File: src/rtl/branch_pkg.sv
// Shared constants for branch resolution: funct3 codes, 2-bit counter encodings
// and the helpers used by the comparator and the history table.
package branch_pkg;

   localparam logic [2:0] F3_BEQ  = 3'b000;
   localparam logic [2:0] F3_BNE  = 3'b001;
   localparam logic [2:0] F3_BLT  = 3'b100;
   localparam logic [2:0] F3_BGE  = 3'b101;
   localparam logic [2:0] F3_BLTU = 3'b110;
   localparam logic [2:0] F3_BGEU = 3'b111;

   typedef enum logic [1:0] {
      SNT = 2'b00,
      WNT = 2'b01,
      WT  = 2'b10,
      ST  = 2'b11
   } ctr_t;

   localparam ctr_t CTR_RST = WNT;

   // 010 and 011 are the only holes in the branch funct3 space
   function automatic logic f3_illegal(input logic [2:0] f3);
      return (f3 == 3'b010) || (f3 == 3'b011);
   endfunction

   function automatic ctr_t ctr_next(input ctr_t c, input logic taken);
      ctr_t n;
      n = c;
      if (taken && c != ST) begin
         n = ctr_t'(c + 2'd1);
      end else if (!taken && c != SNT) begin
         n = ctr_t'(c - 2'd1);
      end
      return n;
   endfunction

endpackage

File: src/rtl/bht_2bit.sv
// Direct-mapped table of 2-bit saturating counters, combinational read.
// Update lands on the next edge; a same-cycle read returns the old value. No backpressure.
module bht_2bit
   import branch_pkg::*;
#(
   parameter int ENTRIES = 16,
   parameter int IDX_W   = 4
) (
   input  logic             clk,
   input  logic             rst,
   input  logic [IDX_W-1:0] rd_idx,
   output logic             rd_taken,
   input  logic [IDX_W-1:0] wr_idx,
   input  logic             we,
   input  logic             wr_taken
);

   ctr_t tbl [ENTRIES];

   assign rd_taken = tbl[rd_idx][1];

   always_ff @(posedge clk) begin
      if (rst) begin
         for (int i = 0; i < ENTRIES; i++) begin
            tbl[i] <= CTR_RST;
         end
      end else if (we) begin
         tbl[wr_idx] <= ctr_next(tbl[wr_idx], wr_taken);
      end
   end

endmodule

File: src/rtl/branch_resolve_unit.sv
// Execute-stage branch resolution with BHT prediction/training and saturating stats.
// One registered result stage; no backpressure, a branch may be accepted every cycle.
module branch_resolve_unit
   import branch_pkg::*;
#(
   parameter int XLEN        = 32,
   parameter int BHT_ENTRIES = 16,
   parameter int CNT_W       = 16
) (
   input  logic             clk,
   input  logic             rst,
   input  logic [XLEN-1:0]  if_pc,
   output logic             if_pred_taken,
   input  logic             ex_valid,
   input  logic             ex_branch,
   input  logic             ex_kill,
   input  logic [2:0]       ex_funct3,
   input  logic [XLEN-1:0]  ex_a,
   input  logic [XLEN-1:0]  ex_b,
   input  logic [XLEN-1:0]  ex_pc,
   input  logic [XLEN-1:0]  ex_target,
   input  logic             ex_pred_taken,
   output logic             res_valid,
   output logic             res_taken,
   output logic             res_mispredict,
   output logic [XLEN-1:0]  res_redirect_pc,
   output logic             res_illegal,
   output logic [CNT_W-1:0] stat_branches,
   output logic [CNT_W-1:0] stat_mispredicts
);

   localparam int IDX_W = $clog2(BHT_ENTRIES);

   logic go;
   logic illegal;
   logic train;
   logic taken;
   logic mispredict;
   logic unused_pc_bits;

   assign go         = ex_valid & ex_branch & ~ex_kill & ~rst;
   assign illegal    = f3_illegal(ex_funct3);
   assign train      = go & ~illegal;
   assign mispredict = taken ^ ex_pred_taken;

   // Only the word-aligned index bits of the fetch PC address the table
   assign unused_pc_bits = ^{if_pc[XLEN-1:IDX_W+2], if_pc[1:0]};

   always_comb begin
      taken = 1'b0;
      case (ex_funct3)
         F3_BEQ:  taken = (ex_a == ex_b);
         F3_BNE:  taken = (ex_a != ex_b);
         F3_BLT:  taken = ($signed(ex_a) <  $signed(ex_b));
         F3_BGE:  taken = ($signed(ex_a) >= $signed(ex_b));
         F3_BLTU: taken = (ex_a <  ex_b);
         F3_BGEU: taken = (ex_a >= ex_b);
         default: taken = 1'b0;
      endcase
   end

   bht_2bit #(
      .ENTRIES (BHT_ENTRIES),
      .IDX_W   (IDX_W)
   ) u_bht (
      .clk      (clk),
      .rst      (rst),
      .rd_idx   (if_pc[IDX_W+1:2]),
      .rd_taken (if_pred_taken),
      .wr_idx   (ex_pc[IDX_W+1:2]),
      .we       (train),
      .wr_taken (taken)
   );

   always_ff @(posedge clk) begin
      if (rst) begin
         res_valid       <= 1'b0;
         res_taken       <= 1'b0;
         res_mispredict  <= 1'b0;
         res_illegal     <= 1'b0;
         res_redirect_pc <= '0;
      end else begin
         res_valid      <= go;
         res_taken      <= go & taken;
         res_mispredict <= go & mispredict;
         res_illegal    <= go & illegal;
         // Redirect PC is sticky when nothing resolves
         if (go) begin
            res_redirect_pc <= taken ? ex_target : ex_pc + XLEN'(4);
         end
      end
   end

   always_ff @(posedge clk) begin
      if (rst) begin
         stat_branches    <= '0;
         stat_mispredicts <= '0;
      end else if (train) begin
         if (stat_branches != '1) begin
            stat_branches <= stat_branches + CNT_W'(1);
         end
         if (mispredict && stat_mispredicts != '1) begin
            stat_mispredicts <= stat_mispredicts + CNT_W'(1);
         end
      end
   end

endmodule

File: config.mk
export PLATFORM = sky130hd
export DESIGN_NAME = branch_resolve_unit
export DESIGN_NICKNAME = d
export VERILOG_FILES = /design/src/rtl/branch_pkg.sv /design/src/rtl/bht_2bit.sv /design/src/rtl/branch_resolve_unit.sv
export SDC_FILE = /design/constraint.sdc
export NUM_CORES = 1
export LEC_CHECK = 0
export CORE_ASPECT_RATIO = 0.8
export CORE_MARGIN = 5
export CORE_UTILIZATION = 40
export DETAILED_ROUTE_END_ITERATION = 8
export GPL_TIMING_DRIVEN = 0
export PLACE_DENSITY = 0.7
export SYNTH_ARGS = -nofsm -noshare
export SYNTH_HDL_FRONTEND = slang
export SYNTH_HIERARCHICAL = 1
export SYNTH_SLANG_ARGS = --single-unit
File: constraint.sdc
create_clock -name clk -period 7.8 [get_ports clk]
set_input_delay 1.56 -clock clk [delete_from_list [all_inputs] [get_ports clk]]
set_output_delay 1.56 -clock clk [all_outputs]
set_load 0.05 [all_outputs]
-- Yosys cells after proc, flatten, opt, wreduce, memory -nomap -nowiden
Memory sizes are Yosys's and may differ from the RTL's.
Index checks and enable logic that the tools add are counted.
- output and inout port bits: 69
- input port bits: 169
- RAM bits: 32
- flip-flop bits (word level): 68
- logic and storage cells: 64
- memories: 1
- latch bits: 0
- ROM bits: 0
- memory list (name ; words ; bits a word ; rd ports ; clocked after memory_dff ; write ports ; RTL line ; text):
    u_bht.tbl ; 16 ; 2 ; 2 ; 0 ; 16 ; bht_2bit.sv:18 ; ctr_t tbl [ENTRIES];
- equal/unequal tests: 12
- add/subtract/negate cells: 5
- magnitude comparators: 4
- shifts and indexed selects: 0
- $mul: 0
- multiplexer cells: 14
- divide/modulo/power cells: 0
- bitwise logic cells: 11
- reductions and logical operators: 10
- operators by type and width (kind ; number):
    $ge A32 B32 Y1 ; 2
    $lt A32 B32 Y1 ; 2
    $add A16 B1 Y16 const B ; 2
    $add A32 B3 Y32 const B ; 1
    $eq A32 B32 Y1 ; 1
    $mux W32 ; 1
    $ne A16 B16 Y1 const B ; 2
    $ne A32 B32 Y1 ; 1
    $eq A3 B3 Y1 const B ; 4
    $mux W2 ; 5
    $and A1 B1 Y1 ; 7
    $eq A3 B2 Y1 const B ; 2
    $mux W1 ; 6
    $pmux W1 S6 ; 1
    $mux W4 ; 1
    $reduce_and A2 Y1 ; 2
    $eq A3 B1 Y1 const B ; 1
    $logic_and A1 B1 Y1 ; 3
    $logic_not A3 Y1 ; 1
    $not A1 Y1 ; 3
    $add A2 B1 Y2 const B ; 1
    $ne A2 B2 Y1 const B ; 1
    $reduce_bool A2 Y1 ; 1
    $reduce_or A2 Y1 ; 1
    other kinds (4) ; 4

-- Logic depth before layout (Yosys ltp)
Gate-level depths: netlist of run 1.
- word-level depth: 9
- mapped depth: 16
- depth with buffers taken out: 13

-- Hierarchy
Netlist of run 1, hierarchy kept.
- modules (own cells, without submodules) (module ; seq. area each (sq um) ; area each (sq um) ; cells each ; instances):
    branch_resolve_unit ; 1361.3 ; 4635.7 ; 580 ; 1
    bht_2bit ; 960.9 ; 1958.1 ; 166 ; 1

-- Worst setup path before layout of run 1
OpenSTA, ideal clock, no wires.
- kind: in2reg
- start point: input ex_b[1]
- end point: memory u_bht/tbl[10][1] (netlist bit) (data pin)
- required time: 7.662 ns
- library setup time: 0.138 ns
- stages: 16
- path buffers: 3
- data arrival time: 4.785 ns
- path slack: 2.877 ns
- cells stage by stage: inv_1 > ha_1 > nor2b_1 > o211ai_1 > a21oi_1 > o311ai_1 > and4_4 > mux2_4 > nor2_4 > buf_2 > buf_2 > mux2i_1 > nor2_1 > o2bb2ai_4 > buf_6 > nor2_1
- RTL lines (item ; RTL line ; text):
    start, declared ; branch_resolve_unit.sv:19 ; input logic [XLEN-1:0] ex_b,
    end, declared ; bht_2bit.sv:18 ;

==> results.sh, run 1 <==
export IMPL_status="complete, no violations"
export IMPL_synth_area_um2=6590
export IMPL_grt_first_pass_wirelength_um=32600
export IMPL_leakage_nw=3.49
export IMPL_crit_type="primary input to register"
export IMPL_relSlewSlack_pct=28.6
export IMPL_setup_viol=0
export IMPL_drv_slew=0
export IMPL_clkTransAtPathRegs_ns=0.07
export IMPL_cts_buffer_depth=2
export IMPL_cp_max_fo=12
export IMPL_crit_chain="clkdlybuf4s50_1 -> inv_1 -> ha_1 -> a21oi_1 -> o21ai_0 -> a221oi_1 -> and4_4 -> mux2_4 -> nor2_4 -> buf_2 -> buf_2 -> nor2_1 -> a21oi_1 -> clkbuf_1 -> nand2_1 -> nor2_1"
export IMPL_worst_hold_slack_ns=0.477
export IMPL_yosysWarnings=6
export IMPL_switchingPower_mw=0.363
export IMPL_io_pins=238
export IMPL_die_x_um=154
export IMPL_cts_resized=0
export IMPL_synth_edf_count=32
export IMPL_crit_family="buffers and inverters"
export IMPL_cp_start_kind="primary input"
export IMPL_power_density_nw_per_um2=146
export IMPL_die_y_um=125
export IMPL_async_flop_share_pct=0
export IMPL_first_pass_iters=5
export IMPL_place_area_um2=8950
export IMPL_cts_tree="yes"
export IMPL_vias=6169
export IMPL_clock_latency_ns=0.34
export IMPL_hold_buffers=0
export IMPL_synth_seq_area_share_pct=35.2
export IMPL_swShare_pct=26.8
export IMPL_antenna_left=0
export IMPL_pre_cts_ws_ns=1.60
export IMPL_p_int_mw=0.989
export IMPL_synth_cell_types=63
export IMPL_mostFrequentLayoutCell="clkdlybuf4s50_1"
export IMPL_htree_levels=3
export IMPL_rsz0062_at_grt="false"
export IMPL_tightest_slew_ns=1.07
export IMPL_crit_path_end_kind="register"
export IMPL_pwr_share_seq_pct=40.9
export IMPL_dp_hpwl_um=16200
export IMPL_multi_input_area_um2=3940
export IMPL_ys_flop_type="dfxtp_1"
export IMPL_synthToLayoutAreaGrowth_pct=40.9
export IMPL_drive_above_1_share_pct=8.66
export IMPL_grt_pass1_vias=6032
export IMPL_max_freq_mhz=170
export IMPL_design_core_area_um2=16300
export IMPL_path_buf_inv=5
export IMPL_drv_cap=0
export IMPL_synth_top_area_share_pct=20.6
export IMPL_drtIter0Drc=382
export IMPL_yosysTopAreaCell="dfxtp_1"
export IMPL_tritoncts_num_sinks=100
export IMPL_layout_setup_ws_ns=1.91
export IMPL_cpPeakStageDelay_ns=0.52
export IMPL_wirelength_um=20500
export IMPL_avgSynthCellArea_um2=8.84
export IMPL_die_area_um2=19200
export IMPL_cp_required_ns=8.00
export IMPL_start_util_pct=40.3
export IMPL_period_minus_slack_ns=5.89
export IMPL_clkPwrFrac_pct=36.7
export IMPL_fin_nets=1171
export IMPL_reg2reg_setup_slack_ns=4.78
export IMPL_wl_per_cell_um=17.2
export IMPL_overflow=0
export IMPL_p_comb_share_pct=22.5
export IMPL_instances_no_fill=1191
export IMPL_final_area_um2=9290
export IMPL_syn_num_nets=952
export IMPL_yosys_top_cells_area="dfxtp_1 21%, edfxtp_1 15%, ha_1 7.0%"
export IMPL_dp_cells=1174
export IMPL_grt_max_degree=17
export IMPL_skew_ns=0.00816
export IMPL_io_buffers=208
export IMPL_root_buffer="clkbuf_16"
export IMPL_antenna_found_initial=0
export IMPL_drc=0
export IMPL_cts_buffers=9
export IMPL_fill_cells=1485
export IMPL_grt_use_total_pct=21.0
export IMPL_postCtsSetupBuffers=0
export IMPL_final_cell_mix="208 x clkdlybuf4s50_1, 81 x nor2_1, 70 x nand2_1"
export IMPL_gp_congestion=0.842
export IMPL_avgViaCountPerCell=5.18
export IMPL_rows=42
export IMPL_netlist_instances=746
export IMPL_synth_seq_cells=100
export IMPL_final_hold_viol_count=0
export IMPL_setup_tns_ns=0
export IMPL_final_seq_area_um2=2320
export IMPL_min_period_over_period_pct=75.5
export IMPL_crit_slowest_cell="a21oi_1"
export IMPL_hold_class="register to register"
export IMPL_peakVddDrop_uv=112
export IMPL_cp_arrival_ns=6.09
[state kept, by name, summed over array words and instances (netlist names)]
register,count
res_illegal,1
res_mispredict,1
res_redirect_pc,32
res_taken,1
res_valid,1
stat_branches,16
stat_mispredicts,16
u_bht/tbl,32
[stage by stage]
step	power, mW	util, %
3_3_place_gp	0.863	54.8
3_5_place_dp	0.866	54.8
2_1_floorplan	0.729	-
4_1_cts	1.36	56.8
6_report	1.35	56.8
5_1_grt	1.41	56.8
[worst reg2reg max path, cell delays in order, from the launching register on]
cell and delay, ns:
edfxtp_1 0.37, mux4_1 0.56, mux2_2 0.33, o21ai_0 0.19
ha_1 0.27, a21oi_1 0.50, clkbuf_1 0.44, nand2_1 0.10
nor2_1 0.11
[per-layer routing]
metal	routed length, um	track usage, %	vias to the layer above
li1	-	-	3081
met1	9730	29.9	2877
met2	9270	33.2	191
met3	1190	4.10	20
met4	334	4.67	0
met5	0	0	-
[power groups by stage]
stage               Clock (mW)  Sequential (mW)  Combinational [mW]
floorplan                    0            0.589               0.139
global placement             0            0.564               0.299
detailed placement           0            0.564               0.302
CTS                      0.507            0.552               0.304
global route             0.528            0.553               0.328
finish                   0.496            0.552               0.304
[synth_stat cells, types with 5 or more instances]
cell type	count
nor2_1	81
nand2_1	70
dfxtp_1	68
nand3_1	62
inv_1	46
o21ai_0	42
mux2i_1	38
a21oi_1	37
ha_1	37
edfxtp_1	32
xnor2_1	28
clkbuf_1	23
nand4_1	21
or2_2	18
mux2_2	17
nor2b_1	13
xor2_1	12
nor3_1	11
mux4_2	9
and3_1	7
nand2b_1	6
and4_1	5
[worst paths after layout]
check / start / to / depth (start not counted)
max reg2reg: u_bht/tbl[9][0] / u_bht/tbl[10][1] / 8
min reg2reg: res_redirect_pc[21] / res_redirect_pc[21] / 2
min: res_redirect_pc[21] / res_redirect_pc[21] / 2
max: ex_b[27] / u_bht/tbl[10][1] / 16
[final cells by class]
class / instances / share of cell area [%]
Multi-Input combinational cell: 568 / 42.4
Sequential cell: 100 / 25.0
Timing Repair Buffer: 208 / 22.4
Clock buffer: 14 / 3.19
Tap cell: 220 / 2.96
Inverter: 46 / 1.86
Buffer: 32 / 1.76
Clock inverter: 2 / 0.404
Antenna cell: 1 / 0.0269
[cell families (layout without fill, tap and decap cells)]
logic type	after synthesis	after routing	synth area share [%]
AO/OA/AOI/OAI	104	104	9.36
AND/OR/NAND/NOR	316	316	24.2
flip-flops	100	100	35.2
adder cells (fa/ha/maj)	37	37	7.02
XOR/XNOR	42	42	5.81
multiplexers	69	69	13.3
other	0	1	0
buffers and inverters	78	302	5.10
Power figures use the tool's default switching activity.
==> inputs of run 2 (changes only) <==
PLACE_DENSITY = 0.73   (was 0.7)
clock period = 5 ns   (was 7.8 ns; I/O delays follow)
==> results.sh, run 2 (synthesized netlist as in run 1, its figures left out) <==
export IMPL_die_area_um2=19200
export IMPL_crit_type="primary input to register"
export IMPL_dp_hpwl_um=16300
export IMPL_die_y_um=125
export IMPL_setup_viol=0
export IMPL_status="complete, no violations"
export IMPL_routed_top_layer="met4"
export IMPL_drtIter0Drc=389
export IMPL_final_hold_viol_count=0
export IMPL_avgViaCountPerCell=5.23
export IMPL_vias=6233
export IMPL_cts_buffer_depth=2
export IMPL_mostFrequentLayoutCell="clkdlybuf4s50_1"
export IMPL_io_pins=238
export IMPL_grt_pass1_vias=6138
export IMPL_r2r_start="stat_mispredicts[6]"
export IMPL_hold_class="register to register"
export IMPL_final_seq_area_um2=2320
export IMPL_cts_buffers=9
export IMPL_crit_path_end_kind="register"
export IMPL_first_pass_iters=6
export IMPL_met1_length_um=9320
export IMPL_skew_ns=0.00499
export IMPL_cp_max_fo=12
export IMPL_cts_tree="yes"
export IMPL_final_cell_mix="208 x clkdlybuf4s50_1, 81 x nor2_1, 70 x nand2_1"
export IMPL_postLayoutCoreUtil_pct=57.0
export IMPL_leakage_nw=3.50
export IMPL_grt_max_degree=17
export IMPL_top_regs="res_redirect_pc: 32 flops, u_bht/tbl: 32 flops"
export IMPL_antenna_left=0
export IMPL_tightest_slew_ns=1.20
export IMPL_drv_cap=0
export IMPL_relSlewSlack_pct=19.7
export IMPL_max_freq_mhz=214
export IMPL_rsz0062_at_grt="false"
export IMPL_cp_start_kind="primary input"
export IMPL_synthToLayoutAreaGrowth_pct=41.2
export IMPL_overflow=0
export IMPL_gp_congestion=0.861
export IMPL_instances_no_fill=1191
export IMPL_antenna_cells=0
export IMPL_die_x_um=154
export IMPL_min_period_over_period_pct=93.3
export IMPL_multi_input_area_um2=3970
export IMPL_rows=42
export IMPL_io_buffers=208
export IMPL_final_area_um2=9310
export IMPL_hold_buffers=0
export IMPL_tritoncts_num_sinks=100
export IMPL_power_total_mw=2.07
export IMPL_critPathLaunch="ex_b[1]"
export IMPL_clock_latency_ns=0.34
export IMPL_clkTransAtPathRegs_ns=0.07
export IMPL_cp_required_ns=5.07
export IMPL_fill_cells=1499
export IMPL_drc=0
export IMPL_place_area_um2=8950
export IMPL_dp_cells=1174
export IMPL_cp_arrival_ns=4.74
export IMPL_root_buffer="clkbuf_16"
export IMPL_start_util_pct=40.3
export IMPL_wl_per_cell_um=17.1
export IMPL_wl_met2_um=9540
export IMPL_hp_start="res_redirect_pc[4]"
export IMPL_grt_use_total_pct=20.8
export IMPL_power_density_nw_per_um2=222
export IMPL_drive_above_1_share_pct=9.27
export IMPL_period_minus_slack_ns=4.67
export IMPL_drv_slew=0
export IMPL_fin_nets=1172
export IMPL_htree_levels=3
export IMPL_wirelength_um=20300
export IMPL_design_core_area_um2=16300
export IMPL_peakVddDrop_uv=213
export IMPL_wl_met3_um=1140
export IMPL_grt_first_pass_wirelength_um=32500
export IMPL_antenna_found_initial=0
[run 2: cell types whose count changed in the layout (fill, tap and decap cells not counted), sizes merged]
| cell | change |
|---|---|
| clkinv | +2 |
| buf | -1 |
| inv | +1 |
| clkinvlp | -1 |
| bufinv | -1 |
| diode | -1 |
| clkbuf | +1 |
[run 2: metal layers]
layer / GRT usage, % / up-vias
li1: - / 3079
met1: 28.3 / 2924
met2: 34.4 / 209
met3: 4.34 / 21
met4: 4.47 / 0
met5: 0 / -
[run 2: final cells by class]
type / instances / area share [%]
Clock inverter: 3 / 0.255
Timing Repair Buffer: 209 / 22.4
Tap cell: 220 / 2.96
Clock buffer: 13 / 3.14
Sequential cell: 100 / 24.9
Inverter: 46 / 1.85
Buffer: 32 / 1.83
Multi-Input combinational cell: 568 / 42.6
[run 2: repair_timing]
action / CTS / global route
gates cloned: 0 / 0
setup endpoints to repair: 30 / 32
resized for setup: 4 / 4
pin swaps: 0 / 1
setup buffers: 0 / 1
[run 2: report_power, final]
group	switching, mW	internal, mW	leakage (nW)
logic	0.247	0.233	2.52
registers	0.00967	0.852	0.827
clock network	0.312	0.415	0.157
total	0.568	1.50	3.50
[run 2: critical path, stage by stage]
cell and delay (ns):
clkdlybuf4s50_1 0.45, inv_1 0.04, ha_1 0.27, nor2b_1 0.13
o211ai_1 0.16, a21oi_1 0.12, o311ai_1 0.36, and4_4 0.31
mux2_4 0.33, nor2_4 0.15, clkbuf_4 0.25, clkbuf_4 0.28
mux2i_4 0.37, xor2_2 0.39, nand2_1 0.12
[run 2: final timing paths]
kind	to	slack, ns	cells past startpoint
max	u_bht/tbl[4][0]	0.33	15
max reg2reg	stat_mispredicts[6]	2.15	10
min reg2reg	res_redirect_pc[4]	0.47	2
min	res_redirect_pc[4]	0.47	2
[run 2: through the flow]
step	TNS (ns)	hold WS (ns)	setup WS, ns
floorplan	0	0.685	0.637
global placement	-14.01	0.453	-0.546
detailed placement	-14.71	0.462	-0.588
CTS	0	0.474	0.000769
global route	0	0.494	0.117
finish	0	0.472	0.333
==> inputs of run 3 (changes only) <==
CORE_UTILIZATION = 41   (was 40)
PLACE_DENSITY = 0.74   (was 0.73)
==> results.sh, run 3 (synthesized netlist as in run 1, its figures left out) <==
export IMPL_top_usage_layer="met2"
export IMPL_wirelength_um=20000
export IMPL_tightest_slew_ns=1.16
export IMPL_use_met3_pct=4.32
export IMPL_root_buffer="clkbuf_16"
export IMPL_grt_use_met2_pct=35.2
export IMPL_synthToLayoutAreaGrowth_pct=40.6
export IMPL_rsz0062_at_grt="false"
export IMPL_htree_levels=3
export IMPL_die_area_um2=18700
export IMPL_pwr_share_seq_pct=43.5
export IMPL_globalRouteMet1Util_pct=28.1
export IMPL_clock_latency_ns=0.34
export IMPL_antenna_left=0
export IMPL_first_pass_iters=5
export IMPL_drtIter0Drc=304
export IMPL_period_minus_slack_ns=4.61
export IMPL_final_cell_mix="208 x clkdlybuf4s50_1, 81 x nor2_1, 70 x nand2_1"
export IMPL_multi_input_area_um2=3970
export IMPL_die_y_um=123
export IMPL_min_period_over_period_pct=92.3
export IMPL_swShare_pct=28.2
export IMPL_pre_cts_ws_ns=-0.614
export IMPL_max_freq_mhz=217
export IMPL_cts_tree="yes"
export IMPL_overflow=0
export IMPL_leakage_nw=3.49
export IMPL_antenna_cells=0
export IMPL_clkTransAtPathRegs_ns=0.07
export IMPL_design_core_area_um2=15800
export IMPL_cts_buffer_depth=2
export IMPL_top_regs="res_redirect_pc: 32 flops, u_bht/tbl: 32 flops"
export IMPL_switchingPower_mw=0.560
export IMPL_fill_cells=1450
export IMPL_setup_viol=0
export IMPL_io_buffers=208
export IMPL_peakVddDrop_uv=171
export IMPL_io_pins=238
export IMPL_status="complete, no violations"
export IMPL_vias=6156
export IMPL_tritoncts_num_sinks=100
export IMPL_cp_arrival_ns=4.81
export IMPL_p_int_mw=1.42
export IMPL_fin_nets=1173
export IMPL_drv_slew=0
export IMPL_mostFrequentLayoutCell="clkdlybuf4s50_1"
export IMPL_grt_first_pass_wirelength_um=30900
export IMPL_wl_per_cell_um=16.9
export IMPL_crit_path_end_kind="register"
export IMPL_layout_setup_ws_ns=0.385
export IMPL_rows=41
export IMPL_power_total_mw=1.98
export IMPL_cp_max_fo=12
export IMPL_power_density_nw_per_um2=214
export IMPL_crit_type="primary input to register"
export IMPL_grt_max_degree=17
export IMPL_hold_class="register to register"
export IMPL_clkPwrFrac_pct=32.4
export IMPL_cp_required_ns=5.20
export IMPL_postLayoutCoreUtil_pct=58.7
export IMPL_avgViaCountPerCell=5.19
export IMPL_dp_hpwl_um=16000
export IMPL_die_x_um=152
export IMPL_grt_pass1_vias=5964
export IMPL_drc=0
export IMPL_grt_use_total_pct=21.0
export IMPL_gp_congestion=0.875
export IMPL_final_area_um2=9270
export IMPL_place_area_um2=8940
export IMPL_drive_above_1_share_pct=9.36
export IMPL_cp_start_kind="primary input"
export IMPL_start_util_pct=41.7
export IMPL_setup_tns_ns=0
export IMPL_final_seq_area_um2=2320
export IMPL_skew_ns=0.00780
export IMPL_antenna_found_initial=0
export IMPL_cts_buffers=9
export IMPL_p_comb_share_pct=24.1
export IMPL_relSlewSlack_pct=22.6
export IMPL_drv_cap=0
export IMPL_final_hold_viol_count=0
## run 3: timing repair
item,CTS,global route
hold buffers,0,0
endpoints found under the setup margin,32,32
setup buffers,0,2
pin swaps,0,1
gates resized for setup,6,2
## run 3: metal layers
metal  up-vias  wire, um
met5         -         0
met4         0       263
met3        22      1500
met2       207      9370
met1      2837      8870
li1       3090         -
## run 3: worst paths after layout
path                        from                   to  slack, ns  depth (start not counted)
min reg2reg  res_redirect_pc[19]  res_redirect_pc[19]       0.47                          2
max reg2reg  stat_mispredicts[6]  stat_mispredicts[6]       2.17                         10
max                      ex_b[1]      u_bht/tbl[8][1]       0.39                         17
min          res_redirect_pc[19]  res_redirect_pc[19]       0.47                          2
## run 3: power by group through the flow
stage               Combinational, mW  Sequential (mW)  Clock [mW]
floorplan                       0.217            0.919           0
global placement                0.462            0.880           0
detailed placement              0.467            0.881           0
CTS                             0.475            0.862       0.660
global route                    0.519            0.864       0.686
finish                          0.478            0.862       0.644
## run 3: worst max-delay path: stages
cell and delay [ns]:
clkdlybuf4s50_1 0.46, inv_1 0.04, ha_1 0.27, nor2b_1 0.13, o211ai_1 0.16, a21oi_1 0.11
o311ai_1 0.35, and4_4 0.30, mux2_4 0.33, nor2_4 0.14, clkbuf_4 0.25, buf_4 0.25
mux2i_4 0.40, nor2_1 0.12, o2bb2ai_4 0.22, buf_6 0.17, nor2_1 0.10
## run 3: through the flow
stage	cells	hold WS [ns]
final	1187	0.473
after detailed placement	1169	0.463
after global placement	1169	0.454
after floorplan	746	0.685
after CTS	1185	0.473
after global routing	1187	0.498
## run 3: final cells by class
class                      instances  area share (%)
inverter                          46            1.86
tap                              215            2.90
clock buffer                      10            2.47
timing repair buffer             210            22.6
sequential                       100            25.1
clock inverter                     6           0.419
multi-input combinational        568            42.8
buffer                            32            1.84
